===== config.mk =====
export PLATFORM = sky130hd
export DESIGN_NAME = fetch_seq_ctrl
export DESIGN_NICKNAME = d
export VERILOG_FILES = /design/src/rtl/fetch_seq_ctrl.sv
export SDC_FILE = /design/constraint.sdc
export NUM_CORES = 1
export LEC_CHECK = 0
export CAP_MARGIN = 20
export CORE_MARGIN = 3
export CORE_UTILIZATION = 33
export CTS_CLUSTER_DIAMETER = 30
export DETAILED_ROUTE_END_ITERATION = 16
export MAX_ROUTING_LAYER = met4
export PLACE_DENSITY = 0.8
export SETUP_SLACK_MARGIN = 0.4
export SLEW_MARGIN = 20
export SYNTH_ARGS = -nofsm -noshare
export SYNTH_HDL_FRONTEND = slang
export SYNTH_SLANG_ARGS = --single-unit

===== constraint.sdc =====
create_clock -name clk -period 1.7 [get_ports clk]
set_clock_uncertainty 0.2 [all_clocks]
set_input_delay 0.34 -clock clk [delete_from_list [all_inputs] [get_ports clk]]
set_output_delay 0.34 -clock clk [all_outputs]
set_load 0.03 [all_outputs]

===== src/rtl/fetch_seq_ctrl.sv =====
// Fetch-stage sequencing controller: PC advance/hold/vector/return-to-EPC and BD-bit tracking.
// Latency: PCE/PCtoIn/PCBack/flush_D are combinational from state+inputs; isBranch and state update on the next edge.
// Backpressure: stall_req or an in-flight mtc0->EPC write holds the PC (PCE=0); exc_req pre-empts everything except BOOT.
// Optional macro FETCH_STALL_CNT_EN: enables the 32-bit stall-cycle counter on stall_cnt (tied to 0 otherwise).
// BOOT_WAIT must be smaller than 2**CNT_W so the boot counter can reach BOOT_WAIT-1.

module fetch_seq_ctrl #(
  parameter int BOOT_WAIT = 2,
  parameter int CNT_W     = 4
) (
  input  logic        clk,
  input  logic        reset,
  input  logic        exc_req,
  input  logic        eret_D,
  input  logic        mtEPC_D,
  input  logic        mtEPC_E,
  input  logic        mtEPC_M,
  input  logic        stall_req,
  input  logic        isBranch_D,
  output logic        PCE,
  output logic        PCtoIn,
  output logic        PCBack,
  output logic        flush_D,
  output logic        isBranch,
  output logic [2:0]  state_o,
  output logic [31:0] stall_cnt
);

  typedef enum logic [2:0] {
    S_BOOT      = 3'd0,
    S_RUN       = 3'd1,
    S_ERET_WAIT = 3'd2,
    S_ERET_GO   = 3'd3,
    S_EXC       = 3'd4
  } state_t;

  // Last boot-counter value before the first PC advance; BOOT_WAIT=0 behaves like 1
  // (one BOOT cycle after reset, then RUN).
  localparam logic [CNT_W-1:0] BOOT_LAST = CNT_W'((BOOT_WAIT == 0) ? 0 : BOOT_WAIT - 1);

  state_t           state_q;
  state_t           state_d;
  logic [CNT_W-1:0] cnt_q;
  logic [CNT_W-1:0] cnt_d;
  logic             is_branch_q;
  logic             is_branch_d;

  // Raw (pre-reset-gating) control decisions from the next-state logic.
  logic             pce_c;
  logic             to_in_c;
  logic             back_c;
  logic             flush_c;

  // Any mtc0 to EPC still travelling down the pipe makes EPC stale for an eret.
  logic             epc_busy;
  assign epc_busy = mtEPC_D | mtEPC_E | mtEPC_M;

  // State, boot counter and BD-bit registers; reset wins over every request.
  always_ff @(posedge clk) begin
    if (reset) begin
      state_q     <= S_BOOT;
      cnt_q       <= '0;
      is_branch_q <= 1'b0;
    end else begin
      state_q     <= state_d;
      cnt_q       <= cnt_d;
      is_branch_q <= is_branch_d;
    end
  end

  // Next-state, PC controls and BD-bit update, priority exc_req > eret_D > stall_req.
  always_comb begin
    state_d     = state_q;
    cnt_d       = '0;
    pce_c       = 1'b0;
    to_in_c     = 1'b0;
    back_c      = 1'b0;
    flush_c     = 1'b0;
    is_branch_d = is_branch_q;
    case (state_q)
      S_BOOT: begin
        // IM warm-up: PC held, exceptions ignored until the counter expires.
        if (cnt_q == BOOT_LAST) begin
          state_d = S_RUN;
        end else begin
          cnt_d = cnt_q + 1'b1;
        end
      end
      S_RUN: begin
        if (exc_req) begin
          // PC held this cycle; the handler vector is loaded from EXC.
          state_d = S_EXC;
        end else if (eret_D) begin
          // A simultaneous stall_req is subsumed: the eret path already holds the PC.
          state_d = epc_busy ? S_ERET_WAIT : S_ERET_GO;
        end else if (stall_req) begin
          state_d = S_RUN;
        end else begin
          pce_c       = 1'b1;
          is_branch_d = isBranch_D;
        end
      end
      S_ERET_WAIT: begin
        if (exc_req) begin
          state_d = S_EXC;
        end else if (!epc_busy) begin
          state_d = S_ERET_GO;
        end
      end
      S_ERET_GO: begin
        // eret has no delay slot: flush D and clear the BD bit either way.
        flush_c     = 1'b1;
        is_branch_d = 1'b0;
        if (exc_req) begin
          state_d = S_EXC;
        end else begin
          pce_c   = 1'b1;
          back_c  = 1'b1;
          state_d = S_RUN;
        end
      end
      S_EXC: begin
        pce_c       = 1'b1;
        to_in_c     = 1'b1;
        flush_c     = 1'b1;
        is_branch_d = 1'b0;
        state_d     = S_RUN;
      end
      default: begin
        state_d = S_BOOT;
      end
    endcase
  end

  // Controls read as reset values while reset is held, whatever the current state.
  assign PCE      = pce_c   & ~reset;
  assign PCtoIn   = to_in_c & ~reset;
  assign PCBack   = back_c  & ~reset;
  assign flush_D  = flush_c & ~reset;
  assign isBranch = is_branch_q;
  assign state_o  = state_q;

`ifdef FETCH_STALL_CNT_EN
  logic [31:0] stall_cnt_q;

  // Count edges on which fetch is held in RUN or ERET_WAIT; wraps naturally at 2^32.
  always_ff @(posedge clk) begin
    if (reset) begin
      stall_cnt_q <= 32'd0;
    end else if (((state_q == S_RUN) || (state_q == S_ERET_WAIT)) && !pce_c) begin
      stall_cnt_q <= stall_cnt_q + 32'd1;
    end
  end

  assign stall_cnt = stall_cnt_q;
`else
  assign stall_cnt = 32'd0;
`endif

  // Vector load and EPC return are mutually exclusive by construction.
  a_vec_ret_excl: assert property (@(posedge clk) disable iff (reset) !(PCtoIn && PCBack));

endmodule


==> flow_metrics.env <==
export IMPL_synth_top_area_share_pct=36.6
export IMPL_path_cells="nand2_4 > or2_4 > a21oi_4 > buf_6"
export IMPL_p_leak_nw=0.486
export IMPL_finalCritPeriodShare_pct=105
export IMPL_htree_levels=1
export IMPL_final_area_mm2=0.00102
export IMPL_yosysUniqueCellTypes=25
export IMPL_track_usage_pct=12.3
export IMPL_syn_inst=81
export IMPL_antenna_found_initial=0
export IMPL_reg2reg_to="cnt_q[0]$_SDFF_PP0_"
export IMPL_wl_per_cell_um=11.5
export IMPL_ios=49
export IMPL_vias=597
export IMPL_min_delay_start="cnt_q[0]$_SDFF_PP0_"
export IMPL_seqPwrFrac_pct=28.2
export IMPL_maxCapViolations=0
export IMPL_holdBufCountCts=0
export IMPL_clock_latency_ns=0.27
export IMPL_async_flop_share_pct=0
export IMPL_viasPerCell=4.20
export IMPL_ys_ff_latch=8
export IMPL_drc=0
export IMPL_holdPathEnd="cnt_q[0]$_SDFF_PP0_"
export IMPL_regToRegSetupSlack_ns=0.07
export IMPL_cts_made_buffers=3
export IMPL_ir_drop_mv=0.428
export IMPL_cp_slowest_cell="dfxtp_4"
export IMPL_gr_total_overflow=0
export IMPL_drtIter0Drc=6
export IMPL_insertedDiodeCount=0
export IMPL_clkTransAtPathRegs_ns=0.06
export IMPL_die_area_mm2=0.00256
export IMPL_gp_congestion=0.735
export IMPL_synth_edf_count=0
export IMPL_critPathMaxFanout=6
export IMPL_drive_above_1_share_pct=46.2
export IMPL_grt_pass1_vias=487
export IMPL_synth_most_common_cell="buf_4"
export IMPL_fin_crit_ns=1.78
export IMPL_port_buffers=16
export IMPL_rsz0062_at_grt="true"
export IMPL_pwr_share_comb_pct=56.5
export IMPL_p_clk_share_pct=15.3
export IMPL_rr_startpoint="state_o[1]$_SDFFE_PP0P_"
export IMPL_cts_sinks=8
export IMPL_die_w_um=50.6
export IMPL_setup_ws_ns=-0.0795
export IMPL_reg2reg_depth=4
export IMPL_cts_tree="built"
export IMPL_cpPeakStageDelay_ns=0.40
export IMPL_status="complete, but fails checks"
export IMPL_ys_seq_area_share_pct=24.4
export IMPL_required_ns=1.16
export IMPL_place_area_um2=825
export IMPL_final_antenna_net_count=0
export IMPL_core_area_mm2=0.00180
export IMPL_yosys_top_cells_count="buf_4, dfxtp_1, nor2_1"
export IMPL_hold_class="flop to flop"
export IMPL_design_power_total_w=0.00110
export IMPL_setup_violations=3
export IMPL_synth_top_area_cell="buf_4"
export IMPL_syn_area_per_cell_um2=8.09
export IMPL_p_sw_share_pct=43.5
export IMPL_area_growth_syn_to_layout_pct=55.0
export IMPL_fmax_mhz=562
export IMPL_hpwl_um=1110
export IMPL_min_path_cells=1
export IMPL_violations="negative setup slack"
export IMPL_grt_pass1_wl_um=2180
export IMPL_multiInputGateArea_um2=465
export IMPL_synth_area_um2=656
export IMPL_internal_power_w=0.000622
export IMPL_grt_start_max_net_pins=8
export IMPL_power_density_mw_per_mm2=1080
export IMPL_slew_viol_final=0
export IMPL_arrival_ns=1.24
export IMPL_ys_warn_count=0
export IMPL_synth_flop_cell="dfxtp_1"
export IMPL_switchingPower_w=0.000478
export IMPL_start_util_pct=36.4
export IMPL_seq_area_um2=173
export IMPL_nets=129
export IMPL_startpoint_type="flop"
export IMPL_final_hold_viol_count=0
export IMPL_netlist_top_cells_area="buf_4, dfxtp_1, nor2_1"
export IMPL_row_count=15
export IMPL_crit_path_end_kind="output port"
export IMPL_final_fill_count=165
export IMPL_root_buffer="clkbuf_4"
export IMPL_routed_wl_um=1630
export IMPL_fp_dieH_um=50.6
export IMPL_clockBufferDepth=2
export IMPL_setup_worst_path_class="flop to output port"
export IMPL_firstDrtPassIters=4
==> worst max-delay path: cells and delay by family, from the launching register on <==
kind / cells / cell delay (ns)
buf+inv: 1 / 0.14
flops: 1 / 0.40
simple gates: 2 / 0.30
compound gates: 1 / 0.12
==> per-layer routing <==
metal | track usage (%) | share of wire, % | routed length (µm) | up-vias
met1 | 11.5 | 34 | 551 | 277
met2 | 22.4 | 56 | 907 | 37
met3 | 1.78 | 7.8 | 127 | 5
li1 | - | - | - | 278
met4 | 9.42 | 2.8 | 46 | 0
met5 | - | 0 | 0 | -
==> cell families (layout without fill, tap and decap cells) <==
kind of cell	count (synthesis)	after routing	synth area share [%]
xor+xnor	2	2	2.67
fa+ha+maj	2	2	3.82
simple gates	24	24	20.8
other cells	1	32	0.572
compound gates	9	9	9.35
buf+inv	35	40	38.4
flops	8	8	24.4
==> area by class of cell <==
type | instances | share of cell area, %
Tap cell | 25 | 3.08
Inverter | 3 | 1.11
Multi-Input combinational cell | 69 | 45.8
Clock buffer | 4 | 2.59
Timing Repair Buffer | 33 | 30.4
Sequential cell | 8 | 17.0
==> power groups by stage <==
stage	logic (W)	clock network, W	registers [W]
4_1_cts	0.000471	0.000173	0.000302
6_report	0.000621	0.000168	0.000310
3_5_place_dp	0.000419	0	0.000312
2_1_floorplan	0.000327	0	0.000332
5_1_grt	0.000663	0.000179	0.000322
3_3_place_gp	0.000408	0	0.000305
==> sequential cells by signal, indices dropped and copies added, names as in the netlist <==
name,cells
isBranch,1
state_o,3
cnt_q,4
==> metrics by stage <==
step / setup TNS [ns] / std cells / worst slack (ns) / hold WS (ns) / util, %
2_1_floorplan: 0 / 112 / 0.182 / 0.209 / -
3_3_place_gp: -0.914 / 128 / -0.263 / 0.247 / 45.8
3_5_place_dp: -0.999 / 128 / -0.262 / 0.268 / 45.8
4_1_cts: -0.138 / 138 / -0.0676 / 0.282 / 50.8
5_1_grt: -0.289 / 142 / -0.109 / 0.332 / 56.4
6_report: -0.164 / 142 / -0.0795 / 0.292 / 56.4
==> how the worst max path moves through the flow <==
stage / startpoint / end / slack, ns / cells past startpoint
global placement: exc_req / PCE / -0.26 / 5
global route: state_o[0]$_SDFFE_PP0P_ / flush_D / -0.11 / 4
CTS: state_o[0]$_SDFFE_PP0P_ / flush_D / -0.07 / 4
detailed placement: eret_D / PCE / -0.26 / 5
finish: state_o[0]$_SDFFE_PP0P_ / flush_D / -0.08 / 4
floorplan: state_o[2]$_SDFFE_PP0P_ / PCBack / 0.18 / 2
==> timing repair <==
item / CTS / global route
hold endpoints to repair: 0 / 0
endpoints found under the setup margin: 16 / 14
gates resized for setup: 24 / 21
buffers inserted: 6 / 4
pin swaps: 7 / 10
==> layout by cell type, fill, tap and decap left out, drive strengths merged <==
| cell type | instances |
|---|---|
| clkdlybuf4s50 | 4 |
| and2b | 1 |
| or2 | 2 |
| dlygate4sd2 | 3 |
| xnor2 | 1 |
| nor2b | 1 |
| buf | 25 |
| xor2 | 1 |
| clkbuf | 4 |
| clkdlybuf4s15 | 1 |
| and4 | 1 |
| o2111a | 1 |
| ha | 2 |
| dfxtp | 8 |
| nor3 | 2 |
| nor3b | 1 |
| o211ai | 1 |
| nor2 | 7 |
| a31oi | 1 |
| nand3 | 1 |
| conb | 32 |
| nor4b | 1 |
| nand2 | 2 |
| or3 | 4 |
| and3 | 1 |
| a21oi | 5 |
| o221a | 1 |
| inv | 3 |
(Power assumes the default switching activity.)
